[src/rtl/usb_rx_decoder.sv]
`default_nettype none
// ============================================================================
// Module   : usb_rx_decoder
// Purpose  : USB receive front end. NRZI decode, SYNC detection, bit
//            unstuffing, LSB-first byte assembly and SE0-SE0-J EOP detection.
// Revision : 1.0 - initial release
// ============================================================================
module usb_rx_decoder #(
  parameter logic [7:0] SYNC_PATTERN = 8'h80,
  parameter int         STUFF_LEN    = 6
) (
  input  logic       clk,
  input  logic       rst,
  input  logic       shift_enable,
  input  logic       d_plus,
  input  logic       d_minus,
  output logic [7:0] rx_byte,
  output logic       byte_valid,
  output logic       EOP_flag,
  output logic       rx_error,
  output logic       receiving
);

  localparam int            OW      = $clog2(STUFF_LEN + 1);
  localparam logic [OW-1:0] C_STUFF = OW'(STUFF_LEN);
  localparam logic [OW-1:0] C_ONE   = OW'(1);

  localparam logic [2:0] S_IDLE = 3'd0;
  localparam logic [2:0] S_SYNC = 3'd1;
  localparam logic [2:0] S_DATA = 3'd2;
  localparam logic [2:0] S_EOP1 = 3'd3;
  localparam logic [2:0] S_EOP2 = 3'd4;
  localparam logic [2:0] S_ERR  = 3'd5;

  logic [2:0]    r_state, w_state_nx;
  logic          r_prev_j, n_prev_j;      // previous J/K symbol, 1 = J
  logic [3:0]    r_bit_cnt, n_bit_cnt;
  logic [OW-1:0] r_ones, n_ones;
  logic [7:0]    r_sync_sr, n_sync_sr;
  logic [7:0]    r_data_sr, n_data_sr;
  logic          r_err_se0, n_err_se0;    // in ERR: last sample was SE0
  logic [7:0]    n_rx_byte;
  logic          n_byte_valid, n_eop, n_rx_error, n_receiving;

  // Line symbol classification and NRZI decode against the previous J/K.
  wire       w_j    = d_plus & ~d_minus;
  wire       w_k    = ~d_plus & d_minus;
  wire       w_se0  = ~d_plus & ~d_minus;
  wire       w_se1  = d_plus & d_minus;
  wire       w_dbit = (w_j == r_prev_j);
  wire [7:0] w_sync_next = {w_dbit, r_sync_sr[7:1]};
  wire [7:0] w_data_next = {w_dbit, r_data_sr[7:1]};

  // State register.
  always_ff @(posedge clk) begin
    if (rst) r_state <= S_IDLE;
    else     r_state <= w_state_nx;
  end

  // Next-state logic, advanced only on a bit strobe.
  always_comb begin
    w_state_nx = r_state;
    if (shift_enable) begin
      case (r_state)
        S_IDLE: if (w_k) w_state_nx = S_SYNC;
        S_SYNC: begin
          if (w_se0 || w_se1)          w_state_nx = S_ERR;
          else if (r_bit_cnt == 4'd7)  w_state_nx = (w_sync_next == SYNC_PATTERN) ? S_DATA : S_ERR;
        end
        S_DATA: begin
          if (w_se0)                             w_state_nx = S_EOP1;
          else if (w_se1)                        w_state_nx = S_ERR;
          else if (r_ones == C_STUFF && w_dbit)  w_state_nx = S_ERR;
        end
        S_EOP1: w_state_nx = w_se0 ? S_EOP2 : S_ERR;
        S_EOP2: begin
          if (w_j)         w_state_nx = S_IDLE;
          else if (!w_se0) w_state_nx = S_ERR;
        end
        S_ERR:   if (w_j && r_err_se0) w_state_nx = S_IDLE;
        default: w_state_nx = S_IDLE;
      endcase
    end
  end

  // Next values of the datapath and registered outputs.
  always_comb begin
    n_prev_j     = r_prev_j;
    n_bit_cnt    = r_bit_cnt;
    n_ones       = r_ones;
    n_sync_sr    = r_sync_sr;
    n_data_sr    = r_data_sr;
    n_err_se0    = r_err_se0;
    n_rx_byte    = rx_byte;
    n_byte_valid = 1'b0;
    n_eop        = 1'b0;
    n_rx_error   = rx_error;
    n_receiving  = receiving;
    if (shift_enable) begin
      if (w_j || w_k) n_prev_j = w_j;
      case (r_state)
        S_IDLE: begin
          if (w_k) begin
            n_bit_cnt   = 4'd1;
            n_ones      = '0;
            n_sync_sr   = w_sync_next;
            n_rx_error  = 1'b0;
            n_receiving = 1'b1;
          end
        end
        S_SYNC: begin
          if (w_state_nx == S_DATA) begin
            n_bit_cnt = 4'd0;
            n_ones    = C_ONE;   // trailing SYNC bit is a 1
          end else begin
            n_bit_cnt = r_bit_cnt + 4'd1;
            n_sync_sr = w_sync_next;
          end
        end
        S_DATA: begin
          if (w_se0) begin
            if (r_bit_cnt != 4'd0) n_rx_error = 1'b1;  // partial byte dropped
            n_bit_cnt = 4'd0;
          end else if (w_j || w_k) begin
            if (r_ones == C_STUFF) begin
              if (!w_dbit) n_ones = '0;              // stuffed 0 discarded
            end else begin
              n_data_sr = w_data_next;
              n_ones    = w_dbit ? r_ones + C_ONE : '0;
              if (r_bit_cnt == 4'd7) begin
                n_rx_byte    = w_data_next;
                n_byte_valid = 1'b1;
                n_bit_cnt    = 4'd0;
              end else begin
                n_bit_cnt = r_bit_cnt + 4'd1;
              end
            end
          end
        end
        S_EOP2: begin
          if (w_j) begin
            n_eop       = 1'b1;
            n_receiving = 1'b0;
          end
        end
        S_ERR:   n_err_se0 = w_se0;
        default: ;
      endcase
      if (w_state_nx == S_ERR && r_state != S_ERR) begin
        n_rx_error  = 1'b1;
        n_receiving = 1'b0;
        n_err_se0   = 1'b0;
      end
      if (w_state_nx == S_IDLE && r_state != S_IDLE) begin
        n_prev_j  = 1'b1;
        n_bit_cnt = 4'd0;
        n_ones    = '0;
      end
    end
  end

  // Datapath and output registers.
  always_ff @(posedge clk) begin
    if (rst) begin
      r_prev_j   <= 1'b1;
      r_bit_cnt  <= 4'd0;
      r_ones     <= '0;
      r_sync_sr  <= 8'h00;
      r_data_sr  <= 8'h00;
      r_err_se0  <= 1'b0;
      rx_byte    <= 8'h00;
      byte_valid <= 1'b0;
      EOP_flag   <= 1'b0;
      rx_error   <= 1'b0;
      receiving  <= 1'b0;
    end else begin
      r_prev_j   <= n_prev_j;
      r_bit_cnt  <= n_bit_cnt;
      r_ones     <= n_ones;
      r_sync_sr  <= n_sync_sr;
      r_data_sr  <= n_data_sr;
      r_err_se0  <= n_err_se0;
      rx_byte    <= n_rx_byte;
      byte_valid <= n_byte_valid;
      EOP_flag   <= n_eop;
      rx_error   <= n_rx_error;
      receiving  <= n_receiving;
    end
  end

endmodule
`default_nettype wire

[config.mk]
export PLATFORM = sky130hd
export DESIGN_NAME = usb_rx_decoder
export DESIGN_NICKNAME = d
export VERILOG_FILES = /design/src/rtl/usb_rx_decoder.sv
export SDC_FILE = /design/constraint.sdc
export NUM_CORES = 1
export LEC_CHECK = 0
export BUFFER_PORTS_ARGS = -buffer_cell sky130_fd_sc_hd__buf_2
export CAP_MARGIN = 20
export CORE_MARGIN = 2
export CORE_UTILIZATION = 40
export DETAILED_ROUTE_END_ITERATION = 8
export HOLD_SLACK_MARGIN = 0.08
export PLACE_DENSITY = 0.66
export REMOVE_ABC_BUFFERS = 1
export SETUP_SLACK_MARGIN = 0.02
export SYNTH_ARGS = -nofsm -noshare
export SYNTH_HDL_FRONTEND = slang
export SYNTH_SLANG_ARGS = --single-unit
[constraint.sdc]
create_clock -name clk -period 3.2 [get_ports clk]
set_clock_uncertainty 0.05 [all_clocks]
set_input_delay 0.32 -clock clk [delete_from_list [all_inputs] [get_ports clk]]
set_output_delay 0.32 -clock clk [all_outputs]
set_load 0.03 [all_outputs]
==> summary.txt <==
Global routing
  – Initial antenna violation count: 0
  – Largest net degree at the start of global routing: 32
  – First-pass GRT wire length: 8400 microns
  – Vias in the first global route: 1722
  – Grt total ovfl: 0
  – Tot GR Track Use: 17.4%

Placement
  – HPWL after DPL: 3440 microns
  – # port buffers: 16
  – RePlAce Congestion: 0.893

Floorplan
  – Ports: 17
  – Die extent in y: 77.9 microns
  – Core Footprint: 5170 sq um
  – Die area: 6060 sq um
  – Initial Utilization: 42.2%
  – Die X-Extent: 77.9 microns
  – FP Rows: 26

Setup path
  – R2R Path Start: r_state[0]
  – CP Capture Point: r_ones[2]
  – CP Class: reg -> reg
  – Crit path max fanout: 17
  – Critical Path RT: 3.35 ns
  – Worst R2R Setup Slack: 0.53 ns
  – Type of origin of the critical path: flip-flop
  – Crit path from: r_state[0]
  – Crit path arrival time: 2.82 ns
  – R2R cell count: 7
  – Reg2reg end: r_ones[2]
  – Crit path capture type: flip-flop

Synthesis
  – Synth Cell Area: 2180 sq um
  – Yosys warnings: 0
  – List of most frequent post-synthesis cells: dfxtp_1 (38), nor2_1 (35), mux2i_1 (21)
  – Post-synth cell types: 63
  – Main flop type after synthesis: dfxtp_1
  – Top-count cell post-synth: dfxtp_1
  – EDFF count, synth: 0
  – Synthesized instance count: 241
  – Largest cells by area after synthesis: dfxtp_1 (35%), mux2i_1 (9.6%), nor2_1 (6.0%)
  – Async SR Flop Fraction: 0%
  – Synth Area per Inst: 9.05 sq um
  – Synth top area share: 34.9%
  – Yosys reg bits: 38
  – Seq/Total Area, Yosys: 34.9%
  – Synth area leader: dfxtp_1

STA
  – Minimum clock period: 2.67 ns
  – Worst-margin pin slew: 0.724 ns
  – Setup Total Neg Slack: 0 ns
  – Tcrit/Tclk final: 83.3%
  – Fmax: 375 MHz
  – Final setup viols: 0
  – Max-slew headroom: 51.5%
  – RSZ-0062 raised after global routing: no
  – Max Slew Vio Count: 0
  – WHS: 0.373 ns
  – Fin. Hold Viols: 0

Clock tree
  – CTS Hold Buffers Added: 0
  – CTS root buf: clkbuf_8
  – Clk sinks: 38
  – H-Tree Depth: 2
  – Post-CTS setup buffer count: 0
  – Resized Gates After CTS: 0
  – CTS tree: done
  – Skew-Pair Late Insertion Delay: 0.30 ns
  – Clk buf depth: 2
  – Num CTS Buffers: 5
  – Clock Pin Slew Worst Setup and Hold Paths: 0.08 ns

Power
  – Worst VDD drop: 0.309 mV
  – Leak: 1.03 nW
  – Comb pwr share: 11.0%
  – P_int: 0.837 mW
  – Net Switching: 0.274 mW
  – Share of total power in the clock network: 44.6%
  – Total Power: 1.11 mW
  – Sw Share: 24.6%
  – Cell Pwr Density: 455 nW/um^2
  – Part of the power in registers: 44.4%

Final layout
  – Fraction of layout instances using a drive strength above 1: 17.5%
  – N_diodes: 0
  – Fill cells: 493
  – Final Util: 47.2%
  – P&R area growth vs syn: 11.9%
  – Final-stage net count: 270

Drt
  – DRC marker count from the first detailed-route iteration: 217
  – DR WL/cell: 14.7 microns
  – Drt first pass iters: 6
  – Via density: 5.58
  – DRC Markers: 0
  – Routed wire length: 4800 microns
  – Vias: 1824
  – ANT nets after route: 0

Job
  – Max Cap Viol: 0

Outcome
  – Outcome: finished, final reports clean

Min path
  – Hold WC Path Type: in -> reg
==> power groups by stage <==
stage               Clock, mW  Combinational (mW)  Sequential (mW)
finish                  0.496               0.122            0.493
detailed placement          0               0.120            0.504
CTS                     0.511               0.121            0.493
global route            0.526               0.135            0.494
global placement            0               0.119            0.504
floorplan                   0              0.0859            0.503
==> routing by layer <==
metal / wire length, microns / vias up / global-route usage [%]
met2: 2200 / 62 / 27.0
met4: 123 / 0 / 8.04
met3: 280 / 12 / 4.42
li1: - / 901 / -
met1: 2190 / 849 / 22.6
met5: 0 / - / 0
==> worst min-delay path by stage <==
stage                       from      endpoint  slack, ns  cells past startpoint
CTS                 shift_enable     r_err_se0       0.36                      3
floorplan                    rst  r_bit_cnt[2]       0.34                      1
global placement       r_err_se0     r_err_se0       0.41                      2
detailed placement     r_err_se0     r_err_se0       0.43                      2
global route        shift_enable     receiving       0.38                      3
finish              shift_enable     r_err_se0       0.37                      3
==> placed cells by master, fill, tap and decap left out, types with 2 or more instances in the layout <==
master      n
o211ai_2    2
o21ai_0    11
nand2_1    13
o311a_2     2
o31a_1      2
a32oi_1     2
mux2i_1    21
nand4_1     2
a21oi_1    14
buf_4       2
nor2_1     35
and2_1      3
nor3_1      6
nand3b_1    4
or3_1       2
bufinv_16   2
nand3_1     6
nand2b_1    4
clkbuf_8    5
a211o_1     2
o211ai_1    4
ha_1        9
buf_2      16
o31ai_1     3
inv_1       9
dfxtp_1    38
==> cell families (layout without fill, tap and decap cells) <==
kind of cell / after synthesis / count (layout) / synth area share [%]
simple gates: 93 / 93 / 24.6
compound gates: 57 / 57 / 19.3
flops: 38 / 38 / 34.9
mux: 21 / 21 / 9.63
buf+inv: 20 / 36 / 4.53
fa+ha+maj: 9 / 9 / 5.16
xor+xnor: 3 / 3 / 1.89
==> flip-flops by register name (all words and copies together), names as in the netlist <==
signal      flops
r_ones          3
EOP_flag        1
r_sync_sr       7
rx_error        1
r_state         3
rx_byte         8
r_bit_cnt       4
byte_valid      1
r_err_se0       1
r_prev_j        1
r_data_sr       7
receiving       1
==> area by class of cell <==
| cell class | instances | area [sq um] | share of cell area, % |
|---|---|---|---|
| clock inverter | 3 | 68.8 | 2.82 |
| clock buffer | 5 | 68.8 | 2.82 |
| tap | 70 | 87.6 | 3.59 |
| sequential | 38 | 761 | 31.2 |
| multi-input combinational | 183 | 1320 | 54.2 |
| timing repair buffer | 18 | 95.1 | 3.90 |
| inverter | 10 | 37.5 | 1.54 |
==> metrics by stage <==
| stage | instances | setup slack (ns) | cell area [sq um] |
|---|---|---|---|
| final | 327 | 0.533 | 2440 |
| after detailed placement | 319 | 0.407 | 2300 |
| after global placement | 319 | 0.508 | 2300 |
| after global routing | 327 | 0.310 | 2440 |
| after floorplan | 231 | 0.763 | 2120 |
| after CTS | 327 | 0.573 | 2440 |
==> critical path: stages (launching register included) <==
cell and delay, ns:
dfxtp_1 0.71, and2b_2 0.30, nand2_1 0.19, o311ai_4 0.32, o211ai_2 0.17, o31a_1 0.35
o31a_1 0.30, o21a_1 0.18
Note: power is estimated with default switching activity, not from simulation.
